### src/rtl/uart_pkg.sv
// Shared constants for the UART receive (and later transmit/loopback) blocks.
package uart_pkg;

  typedef enum logic [2:0] {
    ST_IDLE,
    ST_START,
    ST_DATA,
    ST_PARITY,
    ST_STOP,
    ST_DONE,
    ST_BREAK
  } state_t;

  localparam int PAR_EVEN   = 0;
  localparam int PAR_ODD    = 1;
  localparam int MIN_PERIOD = 2;

endpackage

### src/rtl/uart_rx_sync.sv
// Two-flop synchroniser for an asynchronous serial line that idles high.
module uart_rx_sync (
  input  logic i_Clk,
  input  logic i_Rst,
  input  logic i_D,
  output logic o_Q
);

  logic r_Meta;
  logic r_Sync;

  always_ff @(posedge i_Clk or posedge i_Rst) begin
    if (i_Rst) begin
      r_Meta <= 1'b1;
      r_Sync <= 1'b1;
    end else begin
      r_Meta <= i_D;
      r_Sync <= r_Meta;
    end
  end

  assign o_Q = r_Sync;

endmodule

### src/rtl/uart_rx_configurable.sv
// UART receiver with runtime bit period, configurable width/parity/stop bits,
// start-glitch rejection and break handling.
module uart_rx_configurable
  import uart_pkg::*;
#(
  parameter int DATA_BITS    = 8,
  parameter int PERIOD_WIDTH = 20,
  parameter int PARITY_EN    = 0,
  parameter int PARITY_ODD   = 0,
  parameter int STOP_BITS    = 1
) (
  input  logic                    i_Clk,
  input  logic                    i_Rst,
  input  logic [PERIOD_WIDTH-1:0] i_Period,
  input  logic                    i_UART_RX,
  output logic [DATA_BITS-1:0]    o_Byte,
  output logic                    o_Valid,
  output logic                    o_Parity_Err,
  output logic                    o_Frame_Err,
  output logic                    o_Busy
);

  localparam int IDX_W = $clog2(DATA_BITS + 1);
  localparam logic [PERIOD_WIDTH-1:0] ZERO     = '0;
  localparam logic [PERIOD_WIDTH-1:0] ONE      = PERIOD_WIDTH'(1);
  localparam logic [PERIOD_WIDTH-1:0] MIN_P    = PERIOD_WIDTH'(MIN_PERIOD);
  localparam logic [IDX_W-1:0]        LAST_IDX = IDX_W'(DATA_BITS - 1);
  localparam logic                    LAST_STOP = 1'(STOP_BITS - 1);
  localparam logic                    PAR_MODE  = 1'(PARITY_ODD);

  logic                    w_Rx;
  logic [PERIOD_WIDTH-1:0] w_Period_Clamped;
  logic                    w_Mid;
  logic                    w_Bit_End;
  logic                    w_Ferr_Next;

  state_t                  r_State;
  logic [PERIOD_WIDTH-1:0] r_Period;
  logic [PERIOD_WIDTH-1:0] r_Cnt;
  logic [IDX_W-1:0]        r_Idx;
  logic                    r_Stop_Idx;
  logic [DATA_BITS-1:0]    r_Shift;
  logic                    r_Par;
  logic                    r_Perr;
  logic                    r_Ferr;
  logic [DATA_BITS-1:0]    r_Byte;
  logic                    r_Valid;
  logic                    r_Parity_Err;
  logic                    r_Frame_Err;

  uart_rx_sync u_sync (
    .i_Clk (i_Clk),
    .i_Rst (i_Rst),
    .i_D   (i_UART_RX),
    .o_Q   (w_Rx)
  );

  assign w_Period_Clamped = (i_Period < MIN_P) ? MIN_P : i_Period;
  assign w_Mid            = (r_Cnt == ((r_Period - ONE) >> 1));
  assign w_Bit_End        = (r_Cnt == (r_Period - ONE));
  assign w_Ferr_Next      = r_Ferr | ~w_Rx;

  // Frame outputs are loaded on entry to DONE so they are valid alongside the strobe.
  always_ff @(posedge i_Clk or posedge i_Rst) begin
    if (i_Rst) begin
      r_State      <= ST_IDLE;
      r_Period     <= MIN_P;
      r_Cnt        <= ZERO;
      r_Idx        <= '0;
      r_Stop_Idx   <= 1'b0;
      r_Shift      <= '0;
      r_Par        <= 1'b0;
      r_Perr       <= 1'b0;
      r_Ferr       <= 1'b0;
      r_Byte       <= '0;
      r_Valid      <= 1'b0;
      r_Parity_Err <= 1'b0;
      r_Frame_Err  <= 1'b0;
    end else begin
      r_Valid <= 1'b0;
      unique case (r_State)
        ST_IDLE: begin
          if (!w_Rx) begin
            r_State    <= ST_START;
            r_Cnt      <= ZERO;
            r_Period   <= w_Period_Clamped;
            r_Idx      <= '0;
            r_Stop_Idx <= 1'b0;
            r_Par      <= 1'b0;
            r_Perr     <= 1'b0;
            r_Ferr     <= 1'b0;
          end
        end
        ST_START: begin
          if (w_Mid) begin
            r_Cnt   <= ZERO;
            r_State <= w_Rx ? ST_IDLE : ST_DATA;
          end else begin
            r_Cnt <= r_Cnt + ONE;
          end
        end
        ST_DATA: begin
          if (w_Bit_End) begin
            r_Cnt   <= ZERO;
            r_Shift <= {w_Rx, r_Shift[DATA_BITS-1:1]};
            r_Par   <= r_Par ^ w_Rx;
            if (r_Idx == LAST_IDX) begin
              r_State <= (PARITY_EN != 0) ? ST_PARITY : ST_STOP;
            end else begin
              r_Idx <= r_Idx + IDX_W'(1);
            end
          end else begin
            r_Cnt <= r_Cnt + ONE;
          end
        end
        ST_PARITY: begin
          if (w_Bit_End) begin
            r_Cnt   <= ZERO;
            r_Perr  <= ((r_Par ^ w_Rx) != PAR_MODE);
            r_State <= ST_STOP;
          end else begin
            r_Cnt <= r_Cnt + ONE;
          end
        end
        ST_STOP: begin
          if (w_Bit_End) begin
            r_Cnt  <= ZERO;
            r_Ferr <= w_Ferr_Next;
            if (r_Stop_Idx == LAST_STOP) begin
              r_State      <= ST_DONE;
              r_Valid      <= 1'b1;
              r_Byte       <= r_Shift;
              r_Parity_Err <= r_Perr;
              r_Frame_Err  <= w_Ferr_Next;
            end else begin
              r_Stop_Idx <= r_Stop_Idx + 1'b1;
            end
          end else begin
            r_Cnt <= r_Cnt + ONE;
          end
        end
        ST_DONE: begin
          r_State <= r_Ferr ? ST_BREAK : ST_IDLE;
        end
        ST_BREAK: begin
          if (w_Rx) begin
            r_State <= ST_IDLE;
          end
        end
        default: r_State <= ST_IDLE;
      endcase
    end
  end

  assign o_Byte       = r_Byte;
  assign o_Valid      = r_Valid;
  assign o_Parity_Err = r_Parity_Err;
  assign o_Frame_Err  = r_Frame_Err;
  assign o_Busy       = (r_State != ST_IDLE);

endmodule

### config.mk
export PLATFORM = sky130hd
export DESIGN_NAME = uart_rx_configurable
export DESIGN_NICKNAME = d
export VERILOG_FILES = /design/src/rtl/uart_pkg.sv /design/src/rtl/uart_rx_sync.sv /design/src/rtl/uart_rx_configurable.sv
export SDC_FILE = /design/constraint.sdc
export NUM_CORES = 1
export LEC_CHECK = 0
export ABC_AREA = 1
export BUFFER_PORTS_ARGS = -buffer_cell sky130_fd_sc_hd__clkbuf_2
export CAP_MARGIN = 20
export CORE_ASPECT_RATIO = 1.5
export CORE_MARGIN = 2
export CORE_UTILIZATION = 35
export CTS_BUF_LIST = sky130_fd_sc_hd__clkbuf_4 sky130_fd_sc_hd__clkbuf_8
export DETAILED_ROUTE_END_ITERATION = 10
export MAX_ROUTING_LAYER = met4
export PLACE_DENSITY = 0.5
export SLEW_MARGIN = 0
export SYNTH_ARGS = -nofsm -noshare
export SYNTH_HDL_FRONTEND = slang
export SYNTH_SLANG_ARGS = --single-unit
### constraint.sdc
create_clock -name i_Clk -period 7.1 [get_ports i_Clk]
set_input_delay 1.42 -clock i_Clk [delete_from_list [all_inputs] [get_ports i_Clk]]
set_output_delay 1.42 -clock i_Clk [all_outputs]
set_load 0.02 [all_outputs]
[After elaboration in Yosys (flattened, before gate mapping)]
Index checks and enable logic that the tools add are counted.
Operators by class
  add/sub/neg operators: 4
  magnitude comparators: 1
  equality and inequality tests: 18
  muxes and demuxes: 32
  bitwise logic cells: 4
  reductions and logical operators: 16
Operator list (count)
  2-to-1 mux 20 bit: 4
  one-hot mux 20 bit (3 select lines): 1
  2-to-1 mux 3 bit: 9
  one-hot mux 3 bit (7 select lines): 1
  adder 20 x 1 -> 20 bit, second input constant: 1
  equality test 20 x 19 -> 1 bit: 1
  equality test 20 bit: 1
  less-than comparator 20 x 2 -> 1 bit, second input constant: 1
  subtractor 20 x 1 -> 20 bit, second input constant: 1
  != test 2 bit, second input constant: 8
  2-to-1 mux 4 bit: 3
  AND reduction 3 bit: 4
  equality test 3 bit, second input constant: 3
  2-to-1 mux 1 bit: 8
  one-hot mux 1 bit (2 select lines): 4
  one-hot mux 4 bit (2 select lines): 1
  AND reduction 8 bit: 1
  equality test 3 x 2 -> 1 bit, second input constant: 2
  AND reduction 2 bit: 3
  nonzero test 2 bit: 3
  nonzero test 3 bit: 2
  adder 4 x 1 -> 4 bit, second input constant: 1
  equality test 4 x 3 -> 1 bit, second input constant: 1
  AND reduction 4 bit: 1
  other kinds (9): 10
Storage, ports and cells
  bits in registers: 72
  input port bits: 23
  output and inout port bits: 12
  logic and storage cells: 90

[Logic depth before layout (Yosys ltp)]
  word-level depth: 4
  depth in mapped cells: 17
  depth with buffers taken out: 17

[By module]
Synthesis repeated with hierarchy kept, for this count alone.
Unflattened totals
  cell total of the unflattened synthesis: 735
  area total of the unflattened synthesis: 4839.6 µm²
Modules (own cells, without submodules)
  uart_rx_configurable: times used 1, cells an instance 732, area an instance 4783.3 µm², seq. area each 1727.9 µm²
  uart_rx_sync: times used 1, cells an instance 3, area an instance 56.3 µm², seq. area each 52.6 µm²

[Least setup slack after synthesis]
Ideal clock, no wire load.
  kind: register -> register
  from: register r_Period[0]
  to: register r_Cnt[18]
  library setup time: 0.135 ns
  arrival time: 2.147 ns
  required time: 6.965 ns
  path slack: 4.818 ns
  cell stages (with the launch flop): 17
  path buffers: 1
  clock period less this slack: 2.282 ns
  cell sequence: dfrtp_1 -> inv_1 -> ha_1 -> nand2_1 -> nor2_2 -> nand2_1 -> nand2_1 -> nand3_1 -> nand2_1 -> inv_1 -> nor2_1 -> nand2_1 -> nor2_4 -> nand3_4 -> buf_6 -> nand3_1 -> o211ai_1
On the way
  cells in the longest elaborated chain, start to end: 4
  elaborated cells between the ends (all ways): 6
  classes of those cells: add/sub: 1; eq/ne: 2; mux: 3
RTL lines
  start, declared: RTL line uart_rx_configurable.sv:38  | logic [PERIOD_WIDTH-1:0] r_Period;
  start signal, assigned: RTL line uart_rx_configurable.sv:86  | r_Period <= w_Period_Clamped;
  subtractor 20 x 1 -> 20 bit (*): RTL line uart_rx_configurable.sv:59, uart_rx_configurable.sv:60
  equality test 20 bit or equality test 20 x 19 -> 1 bit (tied branches): RTL line uart_rx_configurable.sv:60, uart_rx_configurable.sv:59
  2-to-1 mux 20 bit, on equally long branches
  one-hot mux 20 bit (3 select lines) (*): RTL line uart_rx_configurable.sv:81  | unique case (r_State)
  end signal, assigned: RTL line uart_rx_configurable.sv:99  | r_Cnt <= r_Cnt + ONE;
  end signal, assigned: RTL line uart_rx_configurable.sv:113  | r_Cnt <= r_Cnt + ONE;
  end signal, assigned: RTL line uart_rx_configurable.sv:122  | r_Cnt <= r_Cnt + ONE;
  end, declared: RTL line uart_rx_configurable.sv:39  | logic [PERIOD_WIDTH-1:0] r_Cnt;
Mark *: on every way between the ends. The rest lies on a longest branch, timed or not.
A chain may end at the register's enable or synchronous reset.

[Worst setup path after layout]
  from: register r_Period[0]
  to: register r_State[2]
On the way
  cells in the longest elaborated chain, start to end: 4
  elaborated cells between the ends (all ways): 8
  classes of those cells: add/sub: 1; eq/ne: 6; reduce/logical: 1
RTL lines
  subtractor 20 x 1 -> 20 bit (*): RTL line uart_rx_configurable.sv:59, uart_rx_configurable.sv:60
  equality test 20 bit or equality test 20 x 19 -> 1 bit (tied branches): RTL line uart_rx_configurable.sv:60, uart_rx_configurable.sv:59
  != test 2 bit (no source line)
  AND reduction 8 bit (no source line) (*)
  end signal, assigned: RTL line uart_rx_configurable.sv:97  | r_State <= w_Rx ? ST_IDLE : ST_DATA;
  end signal, assigned: RTL line uart_rx_configurable.sv:108  | r_State <= (PARITY_EN != 0) ? ST_PARITY : ST_STOP;
  end signal, assigned: RTL line uart_rx_configurable.sv:143  | r_State <= r_Ferr ? ST_BREAK : ST_IDLE;
  end, declared: RTL line uart_rx_configurable.sv:37  | state_t r_State;
Marked as above.

==> flow_summary.yaml <==
outcome:
  outcome: "finished, final reports clean"
cts:
  post_cts_buffers: 0
  cts_num_sinks: 71
  cts.root.buffer_cell: "clkbuf_8"
  clk_pin_slew_ps: 80
  cts_tree: "done"
  cts_made_buffers: 9
  clockBufferDepth: 2
  post_cts_resized: 0
  cts_hold_buf: 0
  clk_latency_ps: 370
  htree_levels: 3
grt:
  gr-total-overflow: 0
  grt_antenna_before_repair: 0
  first_global_vias: 4977
  grt_pass1_wl_um: 24250
  grt_max_degree: 72
  grt.total_usage_pct: 21.11
worst_hold_path:
  worst_hold_path.endpoint: "u_sync.o_Q$_DFF_PP1_"
  hold_path_class: "reg2reg"
  hold_path_depth: 0
  min-delay-start: "u_sync.r_Meta$_DFF_PP1_"
die:
  initial_utilization_pct: 35.96
  row_count: 53
  coreArea_sq_mm: 0.01406
  die_h_um: 151.2
  dieArea_sq_mm: 0.01544
  io_pins: 35
  die_width_um: 102.1
sta:
  slew_viol_final: 0
  fin_crit_ps: 3229
  final-hold-violation-count: 0
  slew_headroom_pct: 37.47
  worstMarginPinSlew_ps: 938.0
  setup-violations-final: 0
  period_share_pct: 45.48
  final.setup.tns_ps: 0
  whs_ps: 358.7
  rsz0062_at_grt: "false"
  fin_skew_ps: 14.90
  timing.fmax_ghz: 0.3097
placement:
  hpwl_um: 11200
  placed_cell_area_sq_mm: 0.005371
  io_buffer_count: 34
  gp_congestion: 0.9270
logic_synthesis:
  ys_seq_elements: 71
  syn_inst: 725
  yosysSeqAreaShare_pct: 35.22
  synth_nets: 751
  synth_area_per_cell_sq_um: 6.972
  yosysWarnings: 0
  synth.distinct_cells: 35
  syn_area_sq_mm: 0.005055
final_layout:
  final_core_util_pct: 39.83
  drive_gt1_share_pct: 13.59
  nets: 779
  final_cell_area_sq_mm: 0.005599
  final_common_cell: "nand2_1"
  syn_to_final_growth_pct: 10.77
  n_antenna_cell: 0
  final_cell_mix: "nand2_1 (194), nand3_1 (129), inv_1 (91), dfrtp_1 (68), nor2_1 (67)"
critical_path:
  worstPathRequired_ps: 7350
  end_kind: "flop"
  r2r_setup_slack_ps: 3870
  setup.worst_path.class: "reg2reg"
  cp_max_fo: 21
  cp.arrival_ps: 3480
  regToRegEndpoint: "r_State[2]$_DFFE_PP0P_"
  start_kind: "flop"
  r2r_start: "r_Period[0]$_DFFE_PP0P_"
  worst_r2r_path_depth: 15
power:
  power_w: 0.001847
  power.static_leakage_nw: 2.686
  p_per_area_mw_per_mm2: 329.8
  ir_drop_uv: 144.2
route:
  drt_pre_antenna_iters: 5
  drc: 0
  viasPerCell: 5.143
  wl_per_cell_um: 15.46
  drt_iter0_markers: 276
  vias: 4886
  drt.antenna.violating_nets: 0
  wirelength_um: 14680
flow_run:
  cap_violations: 0
-- synthesized netlist by cell type --
cell type    n  area (sq um)
a22oi_1      1         7.510
and2_1       1         6.260
buf_1        2         7.510
buf_2        1         5.000
buf_6        5         56.30
clkbuf_1    10         37.54
clkbuf_2     1         5.000
dfrtp_1     68          1702
dfstp_2      3         78.83
ha_1         3         37.54
inv_1       92         345.3
inv_2        1         3.750
nand2_1    194         728.2
nand2_2      5         31.28
nand2_4      3         33.78
nand3_1    129         645.6
nand3_2      8         80.08
nand3_4      1         17.52
nand3b_1     1         7.510
nand4_1     17         106.4
nand4_4      2         42.54
nor2_1      68         255.2
nor2_2       4         25.02
nor2_4       6         67.56
nor3_1       3         15.01
nor3_2       1         10.01
nor3_4       1         16.27
nor3b_1      1         7.510
nor4_1       6         37.54
o211ai_1    20         150.1
o21ai_0     23         115.1
o21ai_1      4         20.02
o21ai_2     14         122.6
xnor2_1      2         17.52
xor2_1      24         210.2
-- where the power goes --
part           total, W  internal, W  switching [W]  leakage (nW)
clock network  0.000380     0.000202       0.000178         0.114
registers      0.000595     0.000485       0.000110         0.941
logic          0.000871     0.000259       0.000612          1.63
total           0.00185     0.000947       0.000900          2.69
-- stage by stage --
stage | setup slack [ps] | std cells
6_report | 3871 | 950
3_5_place_dp | 3909 | 934
4_1_cts | 3868 | 950
5_1_grt | 3386 | 950
3_3_place_gp | 3993 | 934
2_1_floorplan | 3888 | 725
-- state kept, by name, summed over array words and instances, names as in the netlist, 3 cells and up --
signal    cells
r_Period     20
r_Cnt        20
r_Idx         4
r_Shift       8
o_Byte        8
r_State       3
-- routing by layer --
| layer | up-vias | share of wire [%] | track usage, % |
|---|---|---|---|
| met5 | - | 0 | - |
| met4 | 0 | 4.8 | 11.00 |
| met3 | 41 | 3.4 | 2.446 |
| met2 | 132 | 53 | 37.53 |
| met1 | 2284 | 39 | 22.77 |
| li1 | 2429 | - | - |
-- kinds of logic after synthesis --
logic type                 synth area share (%)
AOI/OAI and AO/OA                         8.218
xor gates and xnor gates                  4.505
adders and majority gates                0.7427
buffers and inverters                     9.109
DFF                                       35.22
and+or+nand+nor                           42.20
-- worst max-delay path: stages (launching register included) --
cell and delay, ps:
dfrtp_1 390, inv_1 150, ha_1 320, nand2_2 140
nor2_1 240, nand2_1 150, nand3_1 110, nand2_1 50
nor2_1 90, nand3_1 60, nor2_1 120, nand3_1 650
nand2_1 380, nand3_1 130, nand2_1 80, nand2_1 40
-- final cells by class --
class	instances	area, sq um
repair buffers	36	185.2
inverters	93	349.1
clock inverters	7	103.9
clock buffers	9	123.9
multi-input cells	542	2816
fillers	1543	8459
flip-flops and latches	71	1780
well taps	192	240.2
-- worst max-delay path by stage --
| stage | cells past startpoint | endpoint | from | slack (ps) |
|---|---|---|---|---|
| final | 15 | r_State[2]$_DFFE_PP0P_ | r_Period[0]$_DFFE_PP0P_ | 3870 |
| after global routing | 15 | r_State[1]$_DFFE_PP0P_ | r_Period[0]$_DFFE_PP0P_ | 3390 |
| after CTS | 15 | r_State[1]$_DFFE_PP0P_ | r_Period[0]$_DFFE_PP0P_ | 3870 |
| after detailed placement | 15 | r_State[2]$_DFFE_PP0P_ | r_Period[0]$_DFFE_PP0P_ | 3910 |
| after global placement | 15 | r_State[2]$_DFFE_PP0P_ | r_Period[0]$_DFFE_PP0P_ | 3990 |
| after floorplan | 1 | o_Byte[0]$_DFFE_PP0P_ | i_Rst | 3890 |
Power figures use the tool's default switching activity.
